## config.mk

```make
export PLATFORM = sky130hd
export DESIGN_NAME = loa_add_arbiter
export DESIGN_NICKNAME = d
export VERILOG_FILES = /design/src/rtl/loa_add_arbiter_pkg.sv /design/src/rtl/loa_adder_core.sv /design/src/rtl/loa_add_arbiter.sv
export SDC_FILE = /design/constraint.sdc
export NUM_CORES = 1
export LEC_CHECK = 0
export CORE_ASPECT_RATIO = 1.4
export CORE_UTILIZATION = 41
export CTS_CLUSTER_DIAMETER = 30
export DETAILED_ROUTE_END_ITERATION = 6
export PLACE_DENSITY = 0.83
export SLEW_MARGIN = 20
export SYNTH_ARGS = -nofsm -noshare
export SYNTH_HDL_FRONTEND = slang
export SYNTH_SLANG_ARGS = --single-unit
```

## constraint.sdc

```tcl
create_clock -name clk_i -period 5.9 [get_ports clk_i]
set_clock_uncertainty 0.2 [all_clocks]
set_input_delay 1.77 -clock clk_i [delete_from_list [all_inputs] [get_ports clk_i]]
set_output_delay 1.77 -clock clk_i [all_outputs]
set_load 0.01 [all_outputs]
```

## src/rtl/loa_add_arbiter_pkg.sv

```systemverilog
// ============================================================================
// Module      : loa_add_arbiter_pkg
// Description : Shared widths, output-register state and round-robin pick
//               function for the LOA adder arbiter.
// Revision    : 1.0 - initial release
// ============================================================================
`default_nettype none

package loa_add_arbiter_pkg;

    localparam int ADD_W       = 16;
    localparam int RES_W       = 17;
    localparam int LOWER_W_DEF = 4;

    typedef enum logic {
        EMPTY = 1'b0,
        FULL  = 1'b1
    } state_t;

    // Returns {found, index}. The search begins at 'start' and wraps modulo n,
    // so the lowest index at or after 'start' that is requesting wins.
    function automatic logic [3:0] rr_pick(input logic [7:0]  req,
                                           input logic [2:0]  start,
                                           input int unsigned n);
        logic [3:0]  res;
        logic        found;
        int unsigned idx;
        res   = '0;
        found = 1'b0;
        for (int unsigned i = 0; i < 8; i++) begin
            if (!found && (i < n)) begin
                idx = (32'(start) + i) % n;
                if (req[idx[2:0]]) begin
                    found = 1'b1;
                    res   = {1'b1, idx[2:0]};
                end
            end
        end
        return res;
    endfunction

endpackage

`default_nettype wire

```

## src/rtl/loa_adder_core.sv

```systemverilog
// ============================================================================
// Module      : loa_adder_core
// Description : Combinational 16-bit adder with exact or lower-part-OR mode.
// Revision    : 1.0 - initial release
// ============================================================================
`default_nettype none

module loa_adder_core
    import loa_add_arbiter_pkg::*;
#(
    parameter int LOWER_W = LOWER_W_DEF
) (
    input  logic [ADD_W-1:0] i_a,
    input  logic [ADD_W-1:0] i_b,
    input  logic             i_approx,
    output logic [RES_W-1:0] o_sum
);

    localparam int HI_W = RES_W - LOWER_W;

    logic [HI_W-1:0]    w_hi;
    logic [LOWER_W-1:0] w_lo;
    logic [RES_W-1:0]   w_exact;

    // The top bit of the OR'd region still feeds a carry into the exact upper part.
    assign w_hi    = HI_W'(i_a[ADD_W-1:LOWER_W]) + HI_W'(i_b[ADD_W-1:LOWER_W])
                   + HI_W'(i_a[LOWER_W-1] & i_b[LOWER_W-1]);
    assign w_lo    = i_a[LOWER_W-1:0] | i_b[LOWER_W-1:0];
    assign w_exact = RES_W'(i_a) + RES_W'(i_b);
    assign o_sum   = i_approx ? {w_hi, w_lo} : w_exact;

endmodule

`default_nettype wire

```

## src/rtl/loa_add_arbiter.sv

```systemverilog
// ============================================================================
// Module      : loa_add_arbiter
// Description : Round-robin arbiter feeding one shared LOA adder into a
//               single-entry registered output with valid/ready handshake.
// Revision    : 1.0 - initial release
// ============================================================================
`default_nettype none

module loa_add_arbiter
    import loa_add_arbiter_pkg::*;
#(
    parameter int N_REQ   = 4,
    parameter int LOWER_W = LOWER_W_DEF
) (
    input  logic                   clk_i,
    input  logic                   rst_i,
    input  logic [N_REQ-1:0]       req_i,
    input  logic [N_REQ*ADD_W-1:0] add1_i,
    input  logic [N_REQ*ADD_W-1:0] add2_i,
    input  logic [N_REQ-1:0]       approx_i,
    output logic [N_REQ-1:0]       ack_o,
    output logic [RES_W-1:0]       result_o,
    output logic [2:0]             id_o,
    output logic                   valid_o,
    input  logic                   ready_i
);

    state_t             r_state;
    logic [2:0]         r_ptr;
    logic [RES_W-1:0]   r_result;
    logic [2:0]         r_id;

    logic [7:0]         w_req8;
    logic [3:0]         w_pick;
    logic [2:0]         w_win;
    logic               w_grant;
    logic [ADD_W-1:0]   w_a;
    logic [ADD_W-1:0]   w_b;
    logic               w_approx;
    logic [RES_W-1:0]   w_sum;

    always_comb begin
        w_req8             = '0;
        w_req8[N_REQ-1:0]  = req_i;
    end

    assign w_pick  = rr_pick(w_req8, r_ptr, N_REQ);
    assign w_win   = w_pick[2:0];
    // A full register may only be refilled in the same cycle it is drained.
    assign w_grant = !rst_i && w_pick[3] && ((r_state == EMPTY) || ready_i);

    always_comb begin
        ack_o = '0;
        if (w_grant) begin
            ack_o[w_win] = 1'b1;
        end
    end

    assign w_a      = add1_i[int'(w_win)*ADD_W +: ADD_W];
    assign w_b      = add2_i[int'(w_win)*ADD_W +: ADD_W];
    assign w_approx = approx_i[w_win];

    loa_adder_core #(
        .LOWER_W (LOWER_W)
    ) u_core (
        .i_a      (w_a),
        .i_b      (w_b),
        .i_approx (w_approx),
        .o_sum    (w_sum)
    );

    always_ff @(posedge clk_i) begin
        if (rst_i) begin
            r_state  <= EMPTY;
            r_ptr    <= 3'd0;
            r_result <= '0;
            r_id     <= 3'd0;
        end else if (w_grant) begin
            r_state  <= FULL;
            r_result <= w_sum;
            r_id     <= w_win;
            r_ptr    <= (w_win == 3'(N_REQ - 1)) ? 3'd0 : w_win + 3'd1;
        end else if ((r_state == FULL) && ready_i) begin
            r_state  <= EMPTY;
        end
    end

    assign result_o = r_result;
    assign id_o     = r_id;
    assign valid_o  = (r_state == FULL);

endmodule

`default_nettype wire

```

==> key figures, run 1 <==
CTS
  – TritonCTS buffer count: 3
  – Post-CTS Hold Buffers: 0
  – Sinks on Clock Net: 22
  – H-tree lvl count: 1
  – CTS Buffer Depth: 2
  – Clk root buf: clkbuf_8
  – Reg clk slew, reported paths: 0.08 ns
  – Worst-Skew Late Latency: 0.26 ns
  – CTS tree: done

Synthesis
  – Net Count, Synth: 577
  – #FFs+latches synth: 22
  – Avg Cell Area, Syn: 7.65 um2
  – Post-Synth XOR/XNOR Area: 2.78%
  – Mux share of post-synthesis cell area: 22.9%
  – Largest family of logic cells by synthesized area: simple AND/OR/NAND/NOR gates
  – Netlist cell types: 63
  – Post-Syn Instances: 411
  – Post-synth top area share: 14.3%
  – Main synth FF type: dfxtp_1
  – Post-synth EDFFs: 0
  – Post-synth top area cell: mux2i_1
  – Share of the yosys chip area belonging to registers: 14.0%
  – Cell Area, Synth: 3150 um2
  – Asr flop ratio synth: 0%
  – Top cells by area, synth: mux2i_1 (14%), dfxtp_1 (14%), ha_1 (9.5%)
  – Post-synthesis compound-gate area fraction: 18.1%
  – Post-synthesis adder-cell area fraction: 11.5%
  – Post-Synth Simple-Gate Area: 23.7%
  – Yosys warns: 0

Worst hold path
  – Hold Path Sink: result_o[9]
  – WHS Path Cells: 2
  – HP Start: result_o[9]
  – Hold WC Path Type: reg -> reg

Detailed routing
  – Vias per cell: 5.26
  – DRT iter0 DRCs: 161
  – Drt drc: 0
  – Drt pass-1 iters: 6
  – Post-route ant nets: 0
  – Vias: 3653
  – Routed WL: 10400 um
  – WL per Instance: 14.9 um

Placed design
  – Gpl congestion: 0.862
  – Final HPWL DP: 8910 um
  – IO buf count: 162

Pwr
  – PD cells: 345 nW/um2
  – Total internal power: 1.01 mW
  – VDD IR max: 0.224 mV
  – Switching share of power: 43.7%
  – Clock share of power: 7.7%
  – Comb pwr share: 78.9%
  – Flop pwr share: 13.3%
  – P_leak: 2.23 nW
  – Switch Pwr: 0.789 mW

STA
  – Worst slew margin: 49.8%
  – Final setup vio count: 0
  – Fin. Hold Viols: 0
  – Min Tclk post-route: 5.81 ns
  – Worst-Margin Slew: 0.754 ns
  – Achievable clock frequency: 0.172 GHz
  – Setup_tns: 0 ns
  – Final period utilization: 98.5%
  – RSZ-0062 raised after global routing: false
  – Slew Viols, Final: 0

GRT
  – GRT Total Usage: 25.7%
  – Largest net degree at the start of global routing: 33
  – Vias in the first global route: 3679
  – Grt ovf: 0
  – First-pass GRT wire length: 16800 um
  – Initial antenna violation count: 0

Die
  – Die height: 106 um
  – Die area: 8030 um2
  – Die width: 76.0 um
  – Core outline area: 7410 um2
  – Starting density of the core: 42.5%
  – I/O pin cnt: 164
  – Site Rows: 37

Final layout
  – Layout net count: 764
  – Finished Core Util: 70.6%
  – Fillers: 614
  – Ant. Diodes: 0
  – Area Overhead vs Synth: 66.1%
  – Share of cells above drive strength 1: 15.7%

Outcome
  – Outcome: finished clean

Setup path
  – R2R cell count: 21
  – Worst reg2reg path endpoint: result_o[15]
  – Crit-path max FO: 6
  – WP data required: 3.93 ns
  – Worst setup SP type: input pin
  – CP Capture Type: output port
  – Crit path kind: in -> out
  – Arr. time, crit path: 3.84 ns
  – Worst r2r src: r_ptr[1]
  – Flop-to-flop setup slack: 1.75 ns

Job
  – Max Cap Viol: 0
## synthesized netlist by cell type, types with 3 or more instances
| cell | number |
|---|---|
| nand2_1 | 36 |
| nand4_1 | 3 |
| dfxtp_1 | 22 |
| nor3_1 | 8 |
| o21ai_1 | 4 |
| o31ai_1 | 3 |
| ha_1 | 24 |
| or3_1 | 3 |
| nand3_1 | 34 |
| xnor2_1 | 8 |
| fa_1 | 3 |
| and2_1 | 11 |
| mux2i_1 | 45 |
| nor2b_1 | 6 |
| mux2_2 | 24 |
| nor2_1 | 33 |
| inv_1 | 22 |
| clkbuf_1 | 16 |
| a31oi_1 | 3 |
| a21o_1 | 3 |
| o21ai_0 | 19 |
| a21oi_1 | 30 |
| buf_1 | 4 |
## layer usage
layer	GRT usage, %	routed length, um	vias up
met1	25.4	3690	1691
li1	-	-	1839
met4	8.52	269	0
met2	54.0	6060	101
met3	2.42	338	22
met5	0	0	-
## placed cells by master, fill, tap and decap left out, types with 11 or more instances in the layout
master           Yosys  layout
nand3_1             34      33
clkdlybuf4s50_1      0     160
dfxtp_1             22      22
a21oi_1             30      30
buf_4                1      42
mux2i_1             45      45
and2_1              11      11
ha_1                24      24
nand2_1             36      36
o21ai_0             19      19
mux2_2              24      24
inv_1               22      22
nor2_1              33      33
## per-stage QoR
step / setup slack (ns) / total power [mW] / area (um2) / hold slack, ns / std cells
2_1_floorplan: 0.310 / 1.11 / 3150 / 0.274 / 411
3_3_place_gp: -0.00938 / 1.62 / 5140 / 0.241 / 690
3_5_place_dp: -0.108 / 1.65 / 5140 / 0.253 / 690
4_1_cts: 0.0134 / 1.80 / 5210 / 0.264 / 694
5_1_grt: 0.000264 / 1.96 / 5230 / 0.302 / 694
6_report: 0.0898 / 1.80 / 5230 / 0.261 / 694
## what timing repair did
action,4_1_cts,5_1_grt
setup buffers,0,0
setup endpoints to repair,4,7
cloned,0,0
gates resized for setup,1,4
## worst max-delay path, stage by stage
cell and delay, ns:
clkdlybuf4s50_1 0.46, buf_4 0.18, nor4_1 0.52, nor3_1 0.23, and2_1 0.21, clkdlybuf4s50_1 0.47
## power groups by stage
stage | sequential, mW | combinational [mW] | clock, mW
finish | 0.240 | 1.42 | 0.139
global route | 0.247 | 1.56 | 0.147
CTS | 0.240 | 1.42 | 0.139
detailed placement | 0.242 | 1.41 | 0
global placement | 0.240 | 1.38 | 0
floorplan | 0.259 | 0.846 | 0
## how the worst max path moves through the flow
stage / start / end / cells past startpoint
floorplan: req_i[0] / result_o[15] / 18
global route: req_i[1] / ack_o[1] / 6
finish: req_i[1] / ack_o[3] / 6
detailed placement: req_i[2] / result_o[14] / 18
CTS: req_i[2] / ack_o[2] / 8
global placement: req_i[2] / ack_o[0] / 8
## layout make-up
cell class	count	area [um2]	area share, %
clock buffer	3	41.3	0.790
multi-input combinational	340	2500	47.8
sequential	22	440	8.43
tap	97	121	2.32
inverter	24	104	1.99
timing repair buffer	207	1990	38.1
clock inverter	1	30.0	0.575
## cells by family (layout without fill, tap and decap cells)
family | count (synthesis) | in the layout
fa+ha+maj | 27 | 27
flops | 22 | 22
buf+inv | 49 | 235
simple gates | 149 | 149
compound gates | 84 | 84
xor+xnor | 10 | 10
other cells | 1 | 1
mux | 69 | 69
## state kept, by name, summed over array words and instances, names as in the netlist
signal / flops
result_o: 17
r_ptr: 2
valid_o: 1
id_o: 2
(Power assumes the default switching activity.)
==> inputs of run 2 (changes only) <==
Settings changed: ABC_AREA set to 1, CORE_UTILIZATION 41 to 43, CTS_CLUSTER_DIAMETER 30 to not set.
Clock period 5.9 ns to 6.4 ns, I/O delays scaled along.
==> run 2 against run 1 <==
  * Design area up 0.46%
  * Flip-flop and latch count unchanged
  * Core utilization down 3.6 points
  * Critical path depth up 8
  * Hold slack better by 0.0080 ns
  * First-iteration DRC count up 66%
  * Routed wire length up 18%
==> key figures, run 2 <==
Outcome
  – Outcome: finished clean

Detailed routing
  – Drt pass-1 iters: 5 (-1)
  – Drt drc: 0 (unchanged)
  – Routed WL: 12200 um (+18%)
  – DRT iter0 DRCs: 268 (+66%)
  – WL per Instance: 14.1 um (-5.4%)
  – Vias per cell: 5.20 (-1.3%)
  – Post-route ant nets: 0 (unchanged)
  – Vias: 4485 (+23%)

Synthesis
  – Asr flop ratio synth: 0% (unchanged)
  – Cell Area, Synth: 3510 um2 (+12%)
  – Main synth FF type: dfxtp_1
  – Net Count, Synth: 785 (+36%)
  – Netlist cell types: 38 (-40%)
  – Yosys warns: 0 (unchanged)
  – Avg Cell Area, Syn: 5.67 um2 (-26%)
  – Top cells by area, synth: nand2_1 (22%), dfxtp_1 (13%), inv_1 (8.8%)
  – #FFs+latches synth: 22 (unchanged)
  – Post-synth EDFFs: 0 (unchanged)
  – Post-synth top cells: nand2_1 (206), inv_1 (82), a21oi_1 (51), nand3_1 (51), nor2_1 (35)
  – Share of the yosys chip area belonging to registers: 12.5% (-1.5 points)
  – Post-synth top area share: 22.0% (+7.7 points)
  – Post-Syn Instances: 619 (+51%)
  – Post-synth top area cell: nand2_1
  – Count leader, synth: nand2_1

Placed design
  – IO buf count: 162 (unchanged)
  – Cells after DPL: 859 (+24%)
  – Gpl congestion: 0.922 (+6.9%)
  – DP Worst Slack: 0.0349 ns (+0.143 ns)
  – Final HPWL DP: 10200 um (+15%)

Die
  – Die width: 78.4 um (+3.1%)
  – Starting density of the core: 44.8% (+2.3 points)
  – Site Rows: 38 (+2.7%)
  – Die area: 8540 um2 (+6.3%)
  – I/O pin cnt: 164 (unchanged)
  – Die height: 109 um (+3.1%)
  – Core outline area: 7850 um2 (+5.9%)

CTS
  – Reg clk slew, reported paths: 0.08 ns (about the same)
  – Sinks on Clock Net: 22 (unchanged)
  – H-tree lvl count: 1 (unchanged)
  – CTS Buffer Depth: 2 (unchanged)
  – Clk root buf: clkbuf_8
  – Post-CTS Hold Buffers: 0 (unchanged)
  – CTS tree: done
  – Worst-Skew Late Latency: 0.26 ns (about the same)
  – Post-CTS sizing: 0 (-1)
  – Post-CTS setup buffers: 0 (unchanged)
  – TritonCTS buffer count: 3 (unchanged)

Final layout
  – Area Overhead vs Synth: 49.5%
  – Largest register FFs: 17 (unchanged)
  – Layout net count: 930 (+22%)
  – Ant. Diodes: 0 (unchanged)
  – Commonest non-fill, non-tap cell in the layout: nand2_1
  – Storage element area: 440 um2 (unchanged)
  – Fillers: 731 (+19%)
  – Multi-input gate area: 2570 um2 (+3.2%)
  – Final instance count without filler cells: 863 (+24%)
  – Share of cells above drive strength 1: 6.29% (-9.5 points)
  – Most frequent cells in the layout: nand2_1 (206), clkdlybuf4s50_1 (162), inv_1 (82)

Job
  – Max Cap Viol: 0 (unchanged)

Worst hold path
  – HP Start: result_o[4]
  – Hold WC Path Type: reg -> reg

GRT
  – Largest net degree at the start of global routing: 61 (+85%)
  – First-pass GRT wire length: 19400 um (+16%)
  – Vias in the first global route: 4431 (+20%)
  – GRT Total Usage: 28.8% (+3.1 points)
  – Grt ovf: 0 (unchanged)
  – Initial antenna violation count: 0 (unchanged)

Setup path
  – WP data required: 4.28 ns (+0.35 ns)
  – Crit-path max FO: 3 (-3)
  – Slowest CP cell: clkdlybuf4s50_1
  – CP most frequent cell: nor2_4
  – Worst setup SP type: input pin
  – Biggest cell delay along the critical path: 0.54 ns (+0.02 ns)
  – Crit. Startpoint: req_i[1]
  – CP Capture Type: output port
  – Arr. time, crit path: 4.14 ns (+0.30 ns)
  – Crit path kind: in -> out
  – Critical Path, Cell by Cell: clkdlybuf4s50_1 -> inv_1 -> nand2_1 -> nand3_1 -> nand2_2 -> nor2_4 -> nand2_2 -> nor2_4 -> nor2_1 -> nor2_4 -> ha_1 -> inv_1 -> nor2_1 -> clkdlybuf4s50_1
  – Worst r2r src: r_ptr[0]

STA
  – Min Tclk post-route: 6.26 ns
  – Worst-Margin Slew: 0.717 ns (-0.0362 ns)
  – Post-route setup slack: 0.136 ns (+0.0463 ns)
  – Final period utilization: 97.9%
  – RSZ-0062 raised after global routing: false
  – Slew Viols, Final: 0 (unchanged)
  – Fin. Hold Viols: 0 (unchanged)
  – Worst slew margin: 52.1% (+2.4 points)
  – Final setup vio count: 0 (unchanged)
  – Setup_tns: 0 ns (unchanged)
  – Achievable clock frequency: 0.160 GHz
run 2: per-stage QoR:
step	area, um2	util (%)	hold WS, ns
global route	5250	66.9	0.305
floorplan	3510	-	0.284
CTS	5240	66.8	0.270
finish	5250	66.9	0.269
detailed placement	5170	65.9	0.258
global placement	5170	65.9	0.263
run 2: final timing paths:
check / to / slack (ns) / cells after the start
worst max-delay path: ack_o[3] / 0.14 / 14
worst min-delay path: result_o[4] / 0.27 / 2
worst min register to register: result_o[4] / 0.27 / 2
worst max register to register: result_o[12] / 1.74 / 27
run 2: area by class of cell:
cell class,instances,share of cell area (%)
clock buffers,3,0.786
multi-input cells,475,49.0
inverters,90,6.43
clock inverters,1,0.572
flip-flops and latches,22,8.39
well taps,100,2.38
repair buffers,172,32.4
run 2: logic make-up (layout without fill, tap and decap cells):
family / after synthesis / count (layout) / share of synthesized area [%]
buf+inv: 122 / 266 / 14.5
flops: 22 / 22 / 12.5
xor+xnor: 7 / 7 / 1.75
simple gates: 323 / 323 / 39.8
other cells: 1 / 1 / 0.107
fa+ha+maj: 27 / 27 / 10.3
compound gates: 117 / 117 / 21.1
run 2: worst max-delay path: cells and delay by family:
family	cells	cell delay, ns
buf+inv	4	1.07
simple gates	9	1.01
fa+ha+maj	1	0.15
run 2: layer usage:
metal	track usage, %	up-vias	share of wire, %
met2	60.1	195	55
met4	14.7	0	5.3
li1	-	2283	-
met3	3.51	49	4.6
met5	0	-	0
met1	26.6	1958	35
Power of run 2 is not shown: default switching activity piles up to over one toggle a cycle in this logic, so the estimate is an artifact.
